### src/rtl/mult_div_unit.sv
// Iterative multiply/divide unit owning HI/LO: shift-add multiply (LSB first) and
// restoring divide (MSB first), one bit per clock, with sign fix-up in a final cycle.
module mult_div_unit #(
  parameter int ITER = 32
) (
  input  logic        clk,
  input  logic        reset_n,
  input  logic        start,
  input  logic [5:0]  alu_ctrl_in,
  input  logic [31:0] op_a,
  input  logic [31:0] op_b,
  input  logic        wr_hi,
  input  logic        wr_lo,
  input  logic [31:0] wr_data,
  output logic [31:0] hi,
  output logic [31:0] lo,
  output logic        busy,
  output logic        done
);

  // Handshake: an op is accepted on any edge where start is high, the code is
  // mult/multu/div/divu and busy is low. Start is ignored while busy. done
  // pulses for one cycle when HI/LO first show the result.

  localparam logic [1:0] S_IDLE   = 2'd0;
  localparam logic [1:0] S_RUN    = 2'd1;
  localparam logic [1:0] S_FINISH = 2'd2;

  localparam logic [5:0] OP_MULT  = 6'h0F;
  localparam logic [5:0] OP_MULTU = 6'h10;
  localparam logic [5:0] OP_DIV   = 6'h11;
  localparam logic [5:0] OP_DIVU  = 6'h12;

  localparam logic [5:0] LAST_ITER = 6'(ITER - 1);

  logic [1:0]  state_q, state_d;
  logic [5:0]  cnt_q, cnt_d;
  logic        is_div_q, is_div_d;
  logic        neg_res_q, neg_res_d;
  logic        neg_rem_q, neg_rem_d;
  logic [31:0] a_q, a_d;       // multiplicand (mult) or divisor (div)
  logic [63:0] acc_q, acc_d;   // product/multiplier, or quotient/dividend in [31:0]
  logic [32:0] rem_q, rem_d;
  logic [31:0] hi_q, hi_d;
  logic [31:0] lo_q, lo_d;
  logic        done_q, done_d;

  logic        is_md, op_signed, op_div;
  logic [31:0] a_mag, b_mag;
  logic [32:0] msum, shifted;
  logic        ge;
  logic [63:0] prod_fix;

  assign is_md     = (alu_ctrl_in >= OP_MULT) && (alu_ctrl_in <= OP_DIVU);
  assign op_signed = (alu_ctrl_in == OP_MULT) || (alu_ctrl_in == OP_DIV);
  assign op_div    = (alu_ctrl_in == OP_DIV) || (alu_ctrl_in == OP_DIVU);
  // Negating 0x80000000 yields itself, which is the correct unsigned magnitude.
  assign a_mag     = (op_signed && op_a[31]) ? (~op_a + 32'd1) : op_a;
  assign b_mag     = (op_signed && op_b[31]) ? (~op_b + 32'd1) : op_b;

  assign msum     = {1'b0, acc_q[63:32]} + (acc_q[0] ? {1'b0, a_q} : 33'd0);
  assign shifted  = {rem_q[31:0], acc_q[31]};
  assign ge       = (shifted >= {1'b0, a_q});
  assign prod_fix = neg_res_q ? (~acc_q + 64'd1) : acc_q;

  always_comb begin
    state_d   = state_q;
    cnt_d     = cnt_q;
    is_div_d  = is_div_q;
    neg_res_d = neg_res_q;
    neg_rem_d = neg_rem_q;
    a_d       = a_q;
    acc_d     = acc_q;
    rem_d     = rem_q;
    hi_d      = hi_q;
    lo_d      = lo_q;
    done_d    = 1'b0;
    case (state_q)
      S_IDLE: begin
        if (wr_hi) hi_d = wr_data;
        if (wr_lo) lo_d = wr_data;
        if (start && is_md) begin
          cnt_d = 6'd0;
          rem_d = 33'd0;
          if (op_div && (op_b == 32'd0)) begin
            // Divide by zero bypasses RUN; FINISH copies acc straight to HI/LO.
            state_d   = S_FINISH;
            is_div_d  = 1'b0;
            neg_res_d = 1'b0;
            neg_rem_d = 1'b0;
            a_d       = 32'd0;
            acc_d     = {op_a, 32'hFFFF_FFFF};
          end else begin
            state_d   = S_RUN;
            is_div_d  = op_div;
            neg_res_d = op_signed && (op_a[31] ^ op_b[31]);
            neg_rem_d = op_signed && op_a[31];
            a_d       = op_div ? b_mag : a_mag;
            acc_d     = {32'd0, op_div ? a_mag : b_mag};
          end
        end
      end
      S_RUN: begin
        if (is_div_q) begin
          acc_d = {32'd0, acc_q[30:0], ge};
          rem_d = ge ? (shifted - {1'b0, a_q}) : shifted;
        end else begin
          acc_d = {msum, acc_q[31:1]};
        end
        cnt_d = cnt_q + 6'd1;
        if (cnt_q == LAST_ITER) state_d = S_FINISH;
      end
      S_FINISH: begin
        if (is_div_q) begin
          lo_d = neg_res_q ? (~acc_q[31:0] + 32'd1) : acc_q[31:0];
          hi_d = neg_rem_q ? (~rem_q[31:0] + 32'd1) : rem_q[31:0];
        end else begin
          {hi_d, lo_d} = prod_fix;
        end
        done_d  = 1'b1;
        state_d = S_IDLE;
      end
      default: state_d = S_IDLE;
    endcase
  end

  always_ff @(posedge clk or negedge reset_n) begin
    if (!reset_n) begin
      state_q   <= S_IDLE;
      cnt_q     <= 6'd0;
      is_div_q  <= 1'b0;
      neg_res_q <= 1'b0;
      neg_rem_q <= 1'b0;
      a_q       <= 32'd0;
      acc_q     <= 64'd0;
      rem_q     <= 33'd0;
      hi_q      <= 32'd0;
      lo_q      <= 32'd0;
      done_q    <= 1'b0;
    end else begin
      state_q   <= state_d;
      cnt_q     <= cnt_d;
      is_div_q  <= is_div_d;
      neg_res_q <= neg_res_d;
      neg_rem_q <= neg_rem_d;
      a_q       <= a_d;
      acc_q     <= acc_d;
      rem_q     <= rem_d;
      hi_q      <= hi_d;
      lo_q      <= lo_d;
      done_q    <= done_d;
    end
  end

  assign hi   = hi_q;
  assign lo   = lo_q;
  assign done = done_q;
  assign busy = (state_q != S_IDLE);

endmodule

### config.mk
export PLATFORM = sky130hd
export DESIGN_NAME = mult_div_unit
export DESIGN_NICKNAME = d
export VERILOG_FILES = /design/src/rtl/mult_div_unit.sv
export SDC_FILE = /design/constraint.sdc
export NUM_CORES = 1
export LEC_CHECK = 0
export CAP_MARGIN = 10
export CORE_AREA = 3 3 216 218
export CTS_BUF_LIST = sky130_fd_sc_hd__clkbuf_8
export CTS_CLUSTER_SIZE = 14
export DETAILED_ROUTE_END_ITERATION = 12
export DIE_AREA = 0 0 219 221
export GPL_ROUTABILITY_DRIVEN = 1
export PLACE_DENSITY_LB_ADDON = 0.12
export SYNTH_ARGS = -nofsm -noshare
export SYNTH_HDL_FRONTEND = slang
export SYNTH_SLANG_ARGS = --single-unit
### constraint.sdc
create_clock -name clk -period 3.9 [get_ports clk]
set_input_delay 0.78 -clock clk [delete_from_list [all_inputs] [get_ports clk]]
set_output_delay 0.78 -clock clk [all_outputs]
set_load 0.01 [all_outputs]
==> metrics.txt <==
FF+latch count, synth 204; hpwl dp 56700 um; overall routing resource usage 0.289; Bufs and invs on worst path 1; initial core utilization 0.375; Final TNS setup 0 ns; Reg-to-Reg End hi[22]$_DFFE_PN0P_; clock skew 0.0472 ns; Period Utilization, post-route 0.974; R2R cell count 10; crit path kind reg -> reg; Finish-stage setup viols 0; Avg Inst Size Synth 7.96 um^2; Worst-path clk slew 0.06 ns; CP Depth 10; dpl ws -0.00428 ns; io pins 173; die width 219 um; type of origin of the critical path register; Iteration-0 DRC Markers 1983; worst-path maximum fanout 4; Pre-Repair DR Iteration Count 6; Final #Nets 2526; # DRC 0; Syn Inst Count 2127; Core Util, Final 0.464; largest net degree at the start of global routing 77; CP max stage cell or4_4; total of max-cap violations 0; status finished clean; met2 WL 30700 um; met1 WL 32200 um; vias 17520; Mapped Nets 2305; RSZ-0062 raised after global routing false; initial antenna violation count 0; synthesis-to-finish area growth 23.6%; Max Freq 0.263 GHz; Setup Buffers After CTS 0; cell family with most CP delay simple AND/OR/NAND/NOR gates; reg-to-reg slack, setup 0.10 ns; number of flops mapped to enable cells by yosys 0; yosys warns 0; worst-case clock buffer depth 3; core area 45100 um^2; most common cell after layout, fill and taps aside nand2_1; Max VDD drop 0.249 mV; leakage power total 8.60 nW; most frequent cells in the layout 221 x nand2_1, 202 x dfrtp_1, 196 x nor2_1; cts bufs inserted 39; Slew @ Worst Pin 0.887 ns; die span in y 221 um; Rel. slew slack 0.408; H-tree depth 2; number of global-route vias before repair 16542; global-route wire length before repair 107000 um; GP Congestion 1.01; area share of the largest cell type after synthesis 0.302; wire length per cell 24.0 um; PwrDens 607 nW/um^2; Synth area leader dfrtp_1; crit-path cells inv_1 -> ha_1 -> or4b_1 -> nor2_1 -> nand4b_1 -> or4_4 -> or3_1 -> o41ai_1 -> xor2_1 -> a221oi_1; Rows 78; sequential cell area fraction in the yosys report 0.302; Final WS setup 0.102 ns; total wire length 71400 um; TritonCTS clock tree built; top post-synthesis cells by area dfrtp_1 30%, o21ai_0 5.7%, xnor2_1 5.5%; wire length on met3 5930 um; Congestion Overflow GR 0; WP data arrival 4.21 ns; Critical Path Start acc_q[0]$_DFFE_PN0P_; via density per instance 5.89; Final ANT Viol Nets 0; top layer in use met4; Final Slew Violations 0; worst hold path type in -> async; crit path capture type register; clk_lat worst skew 0.62 ns; post-layout min period 3.80 ns; diode count 0; CTS root buffer clkbuf_8; buffers added on ports 172; Main synth FF type dfrtp_1; layout cells sized above 1 0.109; RR Startpoint acc_q[0]$_DFFE_PN0P_; Largest stage delay, worst path 0.56 ns; die area 48400 um^2; fraction of registers with async set/reset 1.00; clk sinks 204; Final Hold Fails 0; synthesized area 16900 um^2; Crit path required time 4.32 ns; library cells used by synthesis 78
[cell type report]
class	instances	area, um^2
Fill cell	4519	24200
Multi-Input combinational cell	1713	11100
Sequential cell	204	5110
Timing Repair Buffer	319	2940
Tap cell	600	751
Clock buffer	46	633
Inverter	71	267
Clock inverter	23	164
[power breakdown]
| group | total (mW) | leakage, nW | internal [mW] | switching [mW] |
|---|---|---|---|---|
| Clock | 2.24 | 0.450 | 1.21 | 1.03 |
| Combinational | 6.92 | 5.80 | 2.95 | 3.97 |
| Sequential | 3.53 | 2.35 | 2.70 | 0.830 |
[routing by layer]
layer  up-vias  track usage
li1       8176            -
met2       767        0.429
met4         0       0.0995
met5         -            0
met3       114       0.0541
met1      8463        0.419
[worst max-delay path by stage]
stage	to	slack [ns]
2_1_floorplan	hi[22]$_DFFE_PN0P_	0.49
3_3_place_gp	acc_q[29]$_DFFE_PN0P_	0.008
3_5_place_dp	acc_q[31]$_DFFE_PN0P_	-0.004
4_1_cts	acc_q[60]$_DFFE_PN0P_	0.10
5_1_grt	acc_q[60]$_DFFE_PN0P_	0.04
6_report	hi[22]$_DFFE_PN0P_	0.10
[kinds of logic after synthesis]
logic type,Yosys count,share of synthesized area
AO/OA/AOI/OAI,702,0.263
AND/OR/NAND/NOR,664,0.185
buffers and inverters,210,0.0484
flip-flops,204,0.302
XOR/XNOR,203,0.105
multiplexers,73,0.0436
adder cells (fa/ha/maj),71,0.0534
[Yosys cell counts, drive strengths merged (12+ instances only)]
cell type and n:
a21oi 176, or3 18, nand2b 18, a22oi 14
o21a 16, ha 69, nand2 222, o221ai 12
a221oi 30, a211oi 24, a21o 31, o21ai 199
xor2 96, nor4 14, mux2i 67, clkbuf 110
o31ai 49, o41ai 22, nor3 32, inv 70
nand3 58, and3 15, xnor2 107, o211ai 25
buf 29, nand4 15, dfrtp 204, or4 24
a31oi 19, o21bai 13, o22ai 17, nor2 199
[registers in the layout (all words and copies together) (netlist names), 2 cells and up]
| name | count |
|---|---|
| acc_q | 64 |
| lo | 32 |
| cnt_q | 6 |
| hi | 32 |
| state_q | 2 |
| rem_q | 32 |
| a_q | 32 |
[stage by stage]
| stage | std cells | total power, mW | instance area, um^2 | hold slack, ns |
|---|---|---|---|---|
| after floorplan | 2127 | 7.63 | 16900 | 0.450 |
| after global placement | 2907 | 10.2 | 20100 | 0.462 |
| after detailed placement | 2907 | 10.3 | 20100 | 0.466 |
| after CTS | 2976 | 12.6 | 20900 | 0.189 |
| after global routing | 2976 | 13.6 | 20900 | 0.205 |
| final | 2976 | 12.7 | 20900 | 0.181 |
[repair_timing]
item | in CTS | in global routing
gates resized for setup | 0 | 6
setup endpoints to repair | 0 | 14
hold buffers | 0 | 0
Note: power is estimated with default switching activity, not from simulation.
